`config.mk`:
```
export PLATFORM = sky130hd
export DESIGN_NAME = dnn_result_argmax
export DESIGN_NICKNAME = d
export VERILOG_FILES = /design/src/rtl/dnn_result_argmax.sv
export SDC_FILE = /design/constraint.sdc
export NUM_CORES = 1
export LEC_CHECK = 0
export CAP_MARGIN = 20
export CORE_MARGIN = 2
export CORE_UTILIZATION = 40
export DETAILED_ROUTE_END_ITERATION = 10
export PLACE_DENSITY = 0.65
export SLEW_MARGIN = 20
export SYNTH_ARGS = -nofsm -noshare
export SYNTH_HDL_FRONTEND = slang
export SYNTH_SLANG_ARGS = --single-unit
```
`constraint.sdc`:
```
create_clock -name clk -period 6.6 [get_ports clk]
set_input_delay 0.66 -clock clk [delete_from_list [all_inputs] [get_ports clk]]
set_output_delay 0.66 -clock clk [all_outputs]
set_load 0.005 [all_outputs]
```
`src/rtl/dnn_result_argmax.sv`:
```
// Argmax output stage: captures all class scores on start, scans one class per cycle,
// and reports the winner, its score, the runner-up margin and a low-confidence flag.
module dnn_result_argmax #(
  parameter int unsigned DATA_WIDTH  = 10,
  parameter int unsigned N_CLASSES   = 10,
  parameter int unsigned IDX_WIDTH   = $clog2(N_CLASSES),
  parameter int unsigned CONF_THRESH = 16
) (
  input  logic                              clk,
  input  logic                              rst,
  input  logic                              clear,
  input  logic                              start,
  input  logic [N_CLASSES*DATA_WIDTH-1:0]   scores,
  output logic                              busy,
  output logic                              done,
  output logic                              result_valid,
  output logic [IDX_WIDTH-1:0]              best_idx,
  output logic signed [DATA_WIDTH-1:0]      best_score,
  output logic [DATA_WIDTH:0]               margin,
  output logic                              low_conf,
  input  logic [IDX_WIDTH-1:0]              rd_idx,
  output logic signed [DATA_WIDTH-1:0]      rd_data
);

  localparam logic signed [DATA_WIDTH-1:0] MIN_SCORE = {1'b1, {(DATA_WIDTH-1){1'b0}}};
  localparam logic [IDX_WIDTH-1:0]         LAST_IDX  = IDX_WIDTH'(N_CLASSES - 1);

  typedef enum logic [1:0] {
    S_IDLE,
    S_SCAN,
    S_FIN
  } state_e;

  state_e                         state_q, state_d;
  logic signed [DATA_WIDTH-1:0]   score_buf_q [N_CLASSES];
  logic signed [DATA_WIDTH-1:0]   score_buf_d [N_CLASSES];
  logic [IDX_WIDTH-1:0]           cnt_q, cnt_d;
  logic signed [DATA_WIDTH-1:0]   best_q, best_d;
  logic signed [DATA_WIDTH-1:0]   second_q, second_d;
  logic [IDX_WIDTH-1:0]           bidx_q, bidx_d;

  logic                           busy_q, busy_d;
  logic                           done_q, done_d;
  logic                           valid_q, valid_d;
  logic [IDX_WIDTH-1:0]           best_idx_q, best_idx_d;
  logic signed [DATA_WIDTH-1:0]   best_score_q, best_score_d;
  logic [DATA_WIDTH:0]            margin_q, margin_d;
  logic                           low_conf_q, low_conf_d;
  logic signed [DATA_WIDTH-1:0]   rd_data_q, rd_data_d;

  logic signed [DATA_WIDTH-1:0]   cur;
  logic [DATA_WIDTH:0]            margin_calc;

  // Sign-extended difference; best never falls below second, so the result is non-negative.
  assign margin_calc = {best_q[DATA_WIDTH-1], best_q} - {second_q[DATA_WIDTH-1], second_q};
  assign cur         = score_buf_q[cnt_q];

  always_comb begin
    state_d      = state_q;
    score_buf_d  = score_buf_q;
    cnt_d        = cnt_q;
    best_d       = best_q;
    second_d     = second_q;
    bidx_d       = bidx_q;
    busy_d       = busy_q;
    done_d       = 1'b0;
    valid_d      = valid_q;
    best_idx_d   = best_idx_q;
    best_score_d = best_score_q;
    margin_d     = margin_q;
    low_conf_d   = low_conf_q;

    case (state_q)
      S_IDLE: begin
        if (start) begin
          for (int unsigned k = 0; k < N_CLASSES; k++) begin
            score_buf_d[k] = scores[k*DATA_WIDTH +: DATA_WIDTH];
          end
          cnt_d    = '0;
          best_d   = MIN_SCORE;
          second_d = MIN_SCORE;
          bidx_d   = '0;
          busy_d   = 1'b1;
          state_d  = S_SCAN;
        end
      end
      S_SCAN: begin
        // Strict compares keep the lowest index on ties and push the tied value into second.
        if (cur > best_q) begin
          second_d = best_q;
          best_d   = cur;
          bidx_d   = cnt_q;
        end else if (cur > second_q) begin
          second_d = cur;
        end
        if (cnt_q == LAST_IDX) begin
          busy_d  = 1'b0;
          state_d = S_FIN;
        end else begin
          cnt_d = cnt_q + IDX_WIDTH'(1);
        end
      end
      S_FIN: begin
        best_idx_d   = bidx_q;
        best_score_d = best_q;
        margin_d     = margin_calc;
        low_conf_d   = (32'(margin_calc) < CONF_THRESH);
        done_d       = 1'b1;
        valid_d      = 1'b1;
        state_d      = S_IDLE;
      end
      default: state_d = S_IDLE;
    endcase

    // Clear drops results and any scan in flight but keeps the captured buffer.
    if (clear) begin
      state_d      = S_IDLE;
      score_buf_d  = score_buf_q;
      busy_d       = 1'b0;
      done_d       = 1'b0;
      valid_d      = 1'b0;
      best_idx_d   = '0;
      best_score_d = '0;
      margin_d     = '0;
      low_conf_d   = 1'b0;
    end
  end

  // Registered readout; out-of-range indices fall back to class 0.
  always_comb begin
    rd_data_d = score_buf_q[0];
    if (32'(rd_idx) < N_CLASSES) begin
      rd_data_d = score_buf_q[rd_idx];
    end
  end

  always_ff @(posedge clk or negedge rst) begin
    if (!rst) begin
      state_q      <= S_IDLE;
      for (int unsigned k = 0; k < N_CLASSES; k++) begin
        score_buf_q[k] <= '0;
      end
      cnt_q        <= '0;
      best_q       <= '0;
      second_q     <= '0;
      bidx_q       <= '0;
      busy_q       <= 1'b0;
      done_q       <= 1'b0;
      valid_q      <= 1'b0;
      best_idx_q   <= '0;
      best_score_q <= '0;
      margin_q     <= '0;
      low_conf_q   <= 1'b0;
      rd_data_q    <= '0;
    end else begin
      state_q      <= state_d;
      score_buf_q  <= score_buf_d;
      cnt_q        <= cnt_d;
      best_q       <= best_d;
      second_q     <= second_d;
      bidx_q       <= bidx_d;
      busy_q       <= busy_d;
      done_q       <= done_d;
      valid_q      <= valid_d;
      best_idx_q   <= best_idx_d;
      best_score_q <= best_score_d;
      margin_q     <= margin_d;
      low_conf_q   <= low_conf_d;
      rd_data_q    <= rd_data_d;
    end
  end

  assign busy         = busy_q;
  assign done         = done_q;
  assign result_valid = valid_q;
  assign best_idx     = best_idx_q;
  assign best_score   = best_score_q;
  assign margin       = margin_q;
  assign low_conf     = low_conf_q;
  assign rd_data      = rd_data_q;

endmodule
```
* Word level (Yosys, flattened, before mapping)
Index checks and enable logic that the tools add are counted.
** Word-level totals
- Logic and storage cells :: 91
- Register bits :: 169
- Output and inout port bits :: 39
** Cells by class
- Reduce and logical (&&, ||, !) cells :: 10
- $lt $le $gt $ge :: 6
- Equality and inequality tests :: 9
- Add/sub/neg operators :: 2
- Bitwise gates (word level) :: 3
- Mux-type cells :: 38
** Operators by type and width (number)
- 2-to-1 mux 10 bit :: 11
- binary-select mux 10 bit (select 4 bit) :: 2
- case mux 10 bit (2 select lines) :: 2
- 2-to-1 mux 11 bit :: 2
- > comparator 10 bit :: 2
- 2-to-1 mux 4 bit :: 5
- case mux 4 bit (2 select lines) :: 2
- AND reduction 3 bit :: 5
- less-than comparator 11 x 5 -> 1 bit, second input constant :: 1
- subtractor 10 x 10 -> 11 bit :: 1
- greater-or-equal comparator 5 bit, second input constant :: 2
- NOT 4 -> 5 bit :: 2
- 2-to-1 mux 1 bit :: 9
- inequality test 3 bit, second input constant :: 3
- 2-to-1 mux 2 bit :: 3
- inequality test 2 bit, second input constant :: 3
- adder 4 x 1 -> 4 bit, second input constant :: 1
- == test 4 bit, second input constant :: 1
- less-than comparator 4 bit, second input constant :: 1
- case mux 2 bit (2 select lines) :: 1
- nonzero test 2 bit :: 2
- nonzero test 3 bit :: 1
- == test 2 x 1 -> 1 bit, second input constant :: 1
- == test 2 bit, second input constant :: 1
- 4 further kinds :: 4

* Longest topological paths before layout
Gate-level depths: netlist (run 1).
- Depth after elaboration :: 8
- Gate-level depth with buffers :: 14
- Mapped depth without buffers :: 10

* Worst setup path after synthesis (run 1)
OpenSTA, ideal clock, no wires.
- Path type :: reg2reg
- Start :: register cnt_q[0]
- End :: register second_q[0]
- Path slack :: 3.175 ns
- Arrival :: 3.298 ns
- Cell stages (with the launch flop) :: 14
- Cells stage by stage :: dfrtp_1 -> buf_4 -> buf_6 -> mux4_2 -> nor2_1 -> o31ai_1 -> ha_1 -> a21oi_1 -> o21ai_1 -> a2111oi_2 -> mux2i_1 -> a221oi_2 -> buf_6 -> mux2_1
** Between the ends
- Word-level cells in the longest chain between the ends :: 7
** Ends and longest elaborated chain
- start: declaration :: RTL line 37 : logic [IDX_WIDTH-1:0] cnt_q, cnt_d;
- start signal: assignment :: RTL line 158 : cnt_q <= cnt_d;
- NOT 4 -> 5 bit (not written as such) * :: RTL line 56 : assign cur = score_buf_q[cnt_q];
- binary-select mux 10 bit (select 4 bit) * :: RTL line 56
- 2-to-1 mux 10 bit (not written as such) * (2 in series) :: RTL line 56
- > comparator 10 bit, or another cell as far along :: RTL line 89 : if (cur > best_q) begin
- inequality test 3 bit (no source line) / 2-to-1 mux 10 bit (equally long branches)
- AND reduction 3 bit (no source line) / case mux 10 bit (2 select lines) (equally long branches)
- end signal: assignment :: RTL line 160 : second_q <= second_d;
- end: declaration :: RTL line 39 : logic signed [DATA_WIDTH-1:0] second_q, second_d;
Every way passes the cells marked *; elsewhere a longest branch is shown, timed or not. The select of a mux whose other input is x is not followed.
A chain may end at the register's enable or synchronous reset.

* Worst setup path in the final report (run 1)
- Start :: register cnt_q[0]
- End :: register bidx_q[1]
** Between the ends
- Word-level cells in the longest chain between the ends :: 7
** Ends and longest elaborated chain
- NOT 4 -> 5 bit (not written as such) :: RTL line 56
- binary-select mux 10 bit (select 4 bit) :: RTL line 56
- 2-to-1 mux 10 bit (not written as such) (2 in series) :: RTL line 56
- > comparator 10 bit :: RTL line 89
- inequality test 2 bit (no source line)
- AND reduction 3 bit (no source line)
- end signal: assignment :: RTL line 161 : bidx_q <= bidx_d;
- end: declaration :: RTL line 40 : logic [IDX_WIDTH-1:0] bidx_q, bidx_d;
Every way passes these cells. The select of a mux whose other input is x is not followed.

==> results.sh, run 1 <==
export IMPL_status="complete, no violations"
export IMPL_worst_hold_path_type="primary input to asynchronous set/reset pin"
export IMPL_fillerInstances=1981
export IMPL_postCtsResizedCells=0
export IMPL_final_core_util_pct=50.81
export IMPL_synthFlopType="dfrtp_1"
export IMPL_layout_commonest_cell="dfrtp_1"
export IMPL_cts_sinks=169
export IMPL_core_area_um2=22570
export IMPL_initial_core_util_pct=40.68
export IMPL_grt_remaining_overflow=0
export IMPL_hold_buffers=0
export IMPL_timing_slew_headroom_pct=30.52
export IMPL_drv_cap=0
export IMPL_critical_path_required_ns=6.93
export IMPL_drtIter0Drc=449
export IMPL_cp_max_fo=35
export IMPL_cts_tree="done"
export IMPL_path_cells="buf_4 > mux4_2 > nor2_1 > o31ai_1 > ha_1 > a21oi_1 > o21ai_1 > a2111oi_2 > mux2i_1 > buf_4 > a21oi_2 > mux2_2"
export IMPL_die_w_um=155.5
export IMPL_endpoint_kind="flop"
export IMPL_dpl_hpwl_um=17150
export IMPL_critPathMostFrequentCell="buf_4"
export IMPL_diodes=0
export IMPL_cts_root_buf="clkbuf_16"
export IMPL_finalWirelength_um=23380
export IMPL_drtPass1Iterations=5
export IMPL_synthCells=758
export IMPL_finalSetupViolCount=0
export IMPL_antenna_left=0
export IMPL_h_tree_depth=4
export IMPL_port_buffers=146
export IMPL_drv_slew=0
export IMPL_yosysUniqueCellTypes=49
export IMPL_postSynth_asyncResetShare_pct=100.0
export IMPL_max_slew_worst_pin_slew_ns=1.042
export IMPL_num_vias=6530
export IMPL_report_power_total_mw=3.890
export IMPL_antenna_found_initial=0
export IMPL_cp_buffers_inverters=2
export IMPL_pin_count=147
export IMPL_final_layout_size_suffix_gt1_share_pct=24.53
export IMPL_power_density_nw_per_um2=339.2
export IMPL_grtUsageTotal_pct=20.23
export IMPL_clk_latency_ns=0.44
export IMPL_grt_max_degree=110
export IMPL_slowest_delay_ns=0.92
export IMPL_syn_nets=899
export IMPL_postCtsSetupRepairBufs=0
export IMPL_path_depth=12
export IMPL_syn_cell_area_um2=9183
export IMPL_dp_cells=1157
export IMPL_area_growth_pct=24.91
export IMPL_fmax_mhz=212.7
export IMPL_yosysWarningCount=0
export IMPL_cts_made_buffers=17
export IMPL_finalHoldViolCount=0
export IMPL_cts_buffer_depth=2
export IMPL_rsz0062_at_grt="no"
export IMPL_leakage_nw=4.726
export IMPL_worst_slack_ns=1.898
export IMPL_avgSynthCellArea_um2=12.11
export IMPL_skew_ns=0.01156
export IMPL_critPathKind="flop to flop"
export IMPL_die_h_um=155.5
export IMPL_max_vdd_ir_drop_mv=0.1736
export IMPL_period_minus_slack_ns=4.702
export IMPL_via_per_inst=5.487
export IMPL_synth_edf_count=0
export IMPL_dp_slack_ns=1.771
export IMPL_worst_ep_arrival_time_ns=5.03
export IMPL_crit_path_top_delay_cell="dfrtp_2"
export IMPL_wl_per_cell_um=19.64
export IMPL_num_rows=55
export IMPL_ys_seq_area_share_pct=46.06
export IMPL_reg2reg_depth=12
export IMPL_grt_pass1_wl_um=37500
export IMPL_route_detailed_drc=0
export IMPL_grt_pass1_vias=6744
export IMPL_path_delay_family="compound AO/OA/AOI/OAI gates"
export IMPL_start_kind="flop"
export IMPL_die_area_um2=24180
export IMPL_layout_cells_non_filler=1190
export IMPL_path_clk_slew_ns=0.07
export IMPL_mostFrequentLayoutCells="dfrtp_1, clkdlybuf4s50_1, mux2_2, nand2_1, mux2i_1"
export IMPL_globalplace_congestion=0.8525
export IMPL_ys_ff_latch=169
export IMPL_finalSetupTns_ns=0
export IMPL_layout_nets=1033
export IMPL_period_share_pct=71.25
## cells by family after synthesis
group	synth area share, %
adder cells (fa/ha/maj)	4.578
multiplexers	29.32
AO/OA/AOI/OAI	8.680
AND/OR/NAND/NOR	7.208
XOR/XNOR	0.5723
buffers and inverters	3.584
flip-flops	46.06
## power by group
group	internal, mW	switching (mW)	total (mW)	leakage [nW]
clock network	0.552	0.452	1.00	0.280
registers	1.22	0.173	1.39	2.10
logic	0.760	0.734	1.49	2.35
## state kept, by name (all words and copies together), names as in the netlist, 2 cells and up
| signal | cells |
|---|---|
| best_idx | 4 |
| best_q | 10 |
| best_score | 10 |
| bidx_q | 4 |
| cnt_q | 4 |
| margin | 11 |
| rd_data | 10 |
| score_buf_q | 100 |
| second_q | 10 |
| state_q | 2 |
## worst paths after layout
check	from	endpoint	slack, ns
worst max-delay path	cnt_q[0]$_DFFE_PN0P_	bidx_q[1]$_DFFE_PN0P_	1.90
worst min-delay path	rst	best_idx[1]$_DFFE_PN0P_	0.31
worst max register to register	cnt_q[0]$_DFFE_PN0P_	bidx_q[1]$_DFFE_PN0P_	1.90
worst min register to register	low_conf$_DFFE_PN0P_	low_conf$_DFFE_PN0P_	0.47
max in group asynchronous	rst	second_q[9]$_DFFE_PN0P_	4.93
min in group clk	low_conf$_DFFE_PN0P_	low_conf$_DFFE_PN0P_	0.47
## synthesized netlist by cell type, types with 2 or more instances
cell type / number / area share (%)
dfrtp_1: 169 / 46
mux2_2: 141 / 17
nand2_1: 66 / 2.7
mux2i_1: 44 / 4.8
o21ai_0: 33 / 1.8
ha_1: 32 / 4.4
nor2_1: 31 / 1.3
mux4_2: 29 / 7.1
inv_1: 28 / 1.1
buf_2: 17 / 0.93
clkbuf_1: 16 / 0.65
nor2b_1: 13 / 0.89
o31ai_1: 13 / 1.1
o211ai_1: 12 / 0.98
o22ai_1: 11 / 0.75
a21oi_1: 10 / 0.55
nand2b_1: 8 / 0.55
nor3_1: 8 / 0.44
a21o_1: 7 / 0.57
a22o_1: 7 / 0.67
a211oi_1: 4 / 0.33
buf_4: 4 / 0.33
nand4_1: 4 / 0.27
nor3b_1: 4 / 0.33
o21bai_1: 4 / 0.33
xor2_1: 4 / 0.38
a21boi_0: 3 / 0.25
buf_1: 3 / 0.12
buf_6: 3 / 0.37
nand3_1: 3 / 0.16
nand3b_1: 3 / 0.25
o21a_1: 3 / 0.25
o31a_1: 3 / 0.29
or3_1: 2 / 0.14
xnor2_1: 2 / 0.19
## layout make-up
cell class	instances	area, µm²	area share, %
multi-input combinational	517	4637	40.43
clock inverter	12	130.1	1.135
sequential	169	4230	36.88
clock buffer	20	456.7	3.982
tap	285	356.6	3.109
timing repair buffer	158	1550	13.52
inverter	29	108.9	0.9490
## stage by stage
stage	area, µm²	hold slack, ns
5_1_grt	11470	0.3934
6_report	11470	0.3084
4_1_cts	11450	0.4005
2_1_floorplan	9183	0.3644
3_3_place_gp	10870	0.4616
3_5_place_dp	10870	0.4667
## layer usage
metal	global-route usage, %	vias to the layer above	part of all wire [%]
li1	-	3036	-
met3	4.540	22	4.8
met2	32.72	183	48
met4	4.325	0	0.93
met5	0	-	0
met1	28.05	3289	46
(Power assumes the default switching activity.)
==> run 2, diff against run 1 <==
PLACE_DENSITY = 0.67   (was 0.65)
clock period = 4.2 ns   (was 6.6 ns; I/O delays follow)
==> run 2 against run 1 <==
  * Routed wire length decreased by 0.24%
  * Fmax increased by 22%
  * Largest power group unchanged
  * Non-clock buffer count increased by 11
  * Largest cell class unchanged
  * Sequential share of layout area decreased by 0.32 points
  * Clock skew increased by 0.0048 ns
  * Highest routed layer unchanged
  * Cell count increased by 0.92%
  * Critical path type unchanged
  * Final area increased by 0.87%
==> results.sh, run 2 (synthesized netlist as in run 1, its figures left out) <==
export IMPL_period_minus_slack_ns=3.840
export IMPL_pin_count=147
export IMPL_status="complete, no violations"
export IMPL_critical_path_required_ns=4.55
export IMPL_worst_ep_arrival_time_ns=4.19
export IMPL_endpoint_kind="flop"
export IMPL_wl_per_cell_um=19.42
export IMPL_drv_cap=0
export IMPL_cts_tree="done"
export IMPL_grt_remaining_overflow=0
export IMPL_h_tree_depth=4
export IMPL_port_buffers=146
export IMPL_hold_slack_ns=0.4745
export IMPL_largest_reg_flops=100
export IMPL_finalSetupViolCount=0
export IMPL_start_kind="flop"
export IMPL_worst_hold_path_type="flop to flop"
export IMPL_area_growth_pct=26.00
export IMPL_cts_root_buf="clkbuf_16"
export IMPL_power_density_nw_per_um2=525.1
export IMPL_grt_pass1_wl_um=37150
export IMPL_fillerInstances=1987
export IMPL_multi_input_area_um2=4632
export IMPL_layout_commonest_cell="dfrtp_1"
export IMPL_drtPass1Iterations=4
export IMPL_antenna_found_initial=0
export IMPL_antenna_left=0
export IMPL_dp_cells=1168
export IMPL_ff_latch_area_um2=4230
export IMPL_globalplace_congestion=0.8043
export IMPL_finalHoldViolCount=0
export IMPL_num_vias=6583
export IMPL_max_vdd_ir_drop_mv=0.2523
export IMPL_dpl_cell_area_um2=10990
export IMPL_cts_buffer_depth=2
export IMPL_dpl_hpwl_um=17210
export IMPL_mostFrequentLayoutCells="dfrtp_1, clkdlybuf4s50_1, mux2_2, nand2_1, mux2i_1"
export IMPL_fmax_mhz=260.4
export IMPL_period_share_pct=91.42
export IMPL_finalWirelength_um=23320
export IMPL_cts_sinks=169
export IMPL_grt_pass1_vias=6714
export IMPL_via_per_inst=5.481
export IMPL_fin_area_um2=11570
export IMPL_final_layout_size_suffix_gt1_share_pct=25.33
export IMPL_layout_cells_non_filler=1201
export IMPL_grtUsageTotal_pct=19.86
export IMPL_critPathKind="flop to flop"
export IMPL_num_rows=55
export IMPL_cp_max_fo=10
export IMPL_clk_latency_ns=0.44
export IMPL_drv_slew=0
export IMPL_leakage_nw=4.775
export IMPL_regMostFlops="score_buf_q"
export IMPL_route_detailed_drc=0
export IMPL_drtIter0Drc=471
export IMPL_timing_slew_headroom_pct=21.96
export IMPL_die_h_um=155.5
export IMPL_cts_made_buffers=17
export IMPL_layout_nets=1044
export IMPL_path_clk_slew_ns=0.07
export IMPL_core_area_um2=22570
export IMPL_skew_ns=0.01635
export IMPL_finalSetupTns_ns=0
export IMPL_max_slew_worst_pin_slew_ns=1.167
export IMPL_diodes=0
export IMPL_initial_core_util_pct=40.68
export IMPL_rsz0062_at_grt="no"
export IMPL_die_area_um2=24180
export IMPL_die_w_um=155.5
export IMPL_grt_max_degree=65
-- run 2: changes by cell type in the layout (fill, tap and decap cells not counted), sizes merged --
cell,delta
clkinvlp,+2
bufinv,-1
dlygate4sd3,+1
clkinv,+1
clkbuf,-3
buf,+11
-- run 2: per-stage QoR --
stage / utilization, % / power [mW] / setup WS (ns)
finish: 51.26 / 6.076 / 0.3602
global route: 51.26 / 6.462 / 0.03703
CTS: 51.26 / 6.101 / 0.3795
detailed placement: 48.68 / 4.534 / 0.4081
global placement: 48.68 / 4.494 / 0.5276
floorplan: - / 3.862 / 0.7749
-- run 2: cell type report --
cell class	instances	area share [%]
multi-input cells	517	40.03
well taps	285	3.082
inverters	29	0.9408
repair buffers	169	14.44
clock buffers	18	3.796
clock inverters	14	1.146
flip-flops and latches	169	36.56
-- run 2: repair_timing --
action | 4_1_cts | 5_1_grt
setup buffers | 0 | 0
endpoints found under the hold margin | 15 | 0
hold buffers | 1 | 0
gates resized for setup | 0 | 0
-- run 2: path summary, 6_finish.rpt --
check	from	endpoint	slack (ns)	cells after the start
worst max-delay path	cnt_q[2]$_DFFE_PN0P_	best_q[6]$_DFFE_PN0P_	0.36	11
worst min-delay path	best_score[3]$_DFFE_PN0P_	best_score[3]$_DFFE_PN0P_	0.47	2
worst max register to register	cnt_q[2]$_DFFE_PN0P_	best_q[6]$_DFFE_PN0P_	0.36	11
worst min register to register	best_score[3]$_DFFE_PN0P_	best_score[3]$_DFFE_PN0P_	0.47	2
max in group asynchronous	rst	score_buf_q[33]$_DFFE_PN0P_	2.72	3
min in group asynchronous	rst	best_idx[1]$_DFFE_PN0P_	0.52	2
-- run 2: critical path, cell delays in order (launching register included) --
cell	delay, ns
dfrtp_1	0.47
nand2b_1	0.44
o22ai_1	0.26
o31ai_1	0.46
ha_1	0.34
a211oi_1	0.27
nor2_1	0.09
a2111oi_2	0.24
mux2i_1	0.20
a21oi_2	0.49
buf_4	0.28
mux2i_1	0.20
-- run 2: routing by layer --
| layer | global-route usage (%) | vias up | share of wire, % | routed length [µm] |
|---|---|---|---|---|
| met4 | 5.854 | 0 | 1.5 | 339 |
| met5 | 0 | - | 0 | 0 |
| met1 | 28.66 | 3315 | 48 | 11230 |
| li1 | - | 3057 | - | - |
| met2 | 30.66 | 190 | 45 | 10610 |
| met3 | 3.593 | 21 | 4.9 | 1139 |
-- run 2: power by group --
| group | total, mW | internal (mW) | switching [mW] |
|---|---|---|---|
| clock network | 1.54 | 0.796 | 0.744 |
| registers | 2.15 | 1.92 | 0.236 |
| logic | 2.38 | 1.21 | 1.17 |
==> patch, RTL diff (settings of run 1) <==
Make the reset (`rst`) synchronous in one clocked block.
--- a/src/rtl/dnn_result_argmax.sv
+++ b/src/rtl/dnn_result_argmax.sv
@@ -134,7 +134,7 @@
     end
   end
 
-  always_ff @(posedge clk or negedge rst) begin
+  always_ff @(posedge clk) begin
     if (!rst) begin
       state_q      <= S_IDLE;
       for (int unsigned k = 0; k < N_CLASSES; k++) begin
Check against the original RTL: differs if rst is asserted again (counterexample within 4 cycles, from zero or initial values and one cycle with rst low); with rst held inactive, the same outputs for 4 cycles.
==> patch against run 1 <==
Worst hold slack better by 0.14 ns; non-clock buffer count shrank 4; routed wire length is 6.8% higher; synthesized cell count up 33%; setup slack gained 0.42 ns; design area decreased by 4.1%; global-route usage is 1.3 points higher; sequential cell count unchanged; synthesized area decreased by 4.5%; sequential share of layout area fell by 6.1 points; via count grew 16%; highest routed layer unchanged.
Power is not compared: it rests on default switching activity, and its combinational part moved more than twofold at a synthesized area within 25%.
==> patch: results <==
[logic_synthesis]
ys_async_sr_fraction = 0
synth_nets = 1149
yosysUniqueCellTypes = 50
synthTopCellsByArea = "dfxtp_1, nand2_1, mux4_2, a21boi_0, ha_1"
synth_commonest_cells = "nand2_1, dfxtp_1, a21boi_0"
synthCells = 1008
yosysSeqAreaShare = 0.386
ys.flop_type = "dfxtp_1"

[placement]
routabilityCongestion = 0.906
postPlaceCellArea_um2 = 10400
io_buffers = 146
pre_cts_slack_ns = 2.09
hpwlAfterDp_mm = 18.6
place_inst = 1373

[timing]
relSlewSlack = 0.319
skew_ns = 0.0148

[status]
status = "finished, final reports clean"

[grt]
grt_util_all_layers = 0.216
grt_pass1_vias = 7288
grt_antenna_before_repair = 1
grt_start_max_net_pins = 101
grt_first_pass_wirelength_mm = 39.4

[clocking]
cts_root_buf = "clkbuf_16"
htree_levels = 4
clk_pin_slew_ns = 0.07
cts_resized = 0
clockBufferDepth = 2

[finish]
drive_above_1_share = 0.0853
largest_reg_flops = 100
nFillCells = 2050
fin_nets = 1253
regMostFlops = "score_buf_q"
n_antenna_cell = 0

[min_path]
min_path_type = "reg -> reg"

[route]
routed_wl_mm = 25.0
first_iter_violations = 636
via_per_inst = 5.38
first_pass_iters = 5
wl_per_cell_um = 17.8

[worst_setup_path]
cp.arrival_ns = 4.64
crit_fanout = 29

[power_and_ir_drop]
vdd_drop_max_mv = 0.144
p_leak_nw = 3.85
-- patch: worst max-delay path: stages, from the launching register on --
cell and delay [ns]:
dfxtp_2 0.86, buf_4 0.33, mux4_2 0.53, nand2_1 0.09, a21oi_1 0.17, ha_1 0.40, nand4_1 0.12, o21bai_1 0.18
a31oi_1 0.18, nor4bb_1 0.10, o41ai_4 0.66, nand3_2 0.31, o22ai_1 0.26
-- patch: final cells by class --
cell class | count | area, µm² | area share
clock buffer | 18 | 439 | 0.0399
clock inverter | 14 | 180 | 0.0164
inverter | 30 | 113 | 0.0102
multi-input combinational | 740 | 5020 | 0.456
sequential | 169 | 3380 | 0.308
tap | 280 | 350 | 0.0319
timing repair buffer | 154 | 1510 | 0.137
-- patch: final timing paths --
| path | start | end | slack, ns | cells past startpoint |
|---|---|---|---|---|
| setup / recovery | cnt_q[0] | second_q[3] | 2.32 | 12 |
| hold / removal | low_conf | low_conf | 0.45 | 2 |
| setup reg to reg | cnt_q[0] | second_q[3] | 2.32 | 12 |
| hold reg to reg | low_conf | low_conf | 0.45 | 2 |
-- patch: kinds of logic (layout without fill, tap and decap cells) --
group	count (synthesis)	count (layout)	synth area share
xor+xnor	3	3	0.00300
simple gates	377	377	0.178
compound gates	246	246	0.195
fa+ha+maj	33	33	0.0479
buf+inv	99	216	0.0455
mux	81	81	0.145
flops	169	169	0.386
-- patch: report_power, final --
group          internal (W)  switching, W  total [W]
combinational      0.000176      0.000177   0.000353
clock              0.000615      0.000451    0.00107
sequential          0.00105     0.0000378    0.00109
total               0.00185      0.000666    0.00251
-- patch: routing by layer --
layer  global-route usage  up-vias  part of all wire
met5                    0        -                 0
met3               0.0525       41             0.056
li1                     -     3711                 -
met4               0.0837        0             0.030
met2                0.353      264              0.48
met1                0.275     3549              0.43
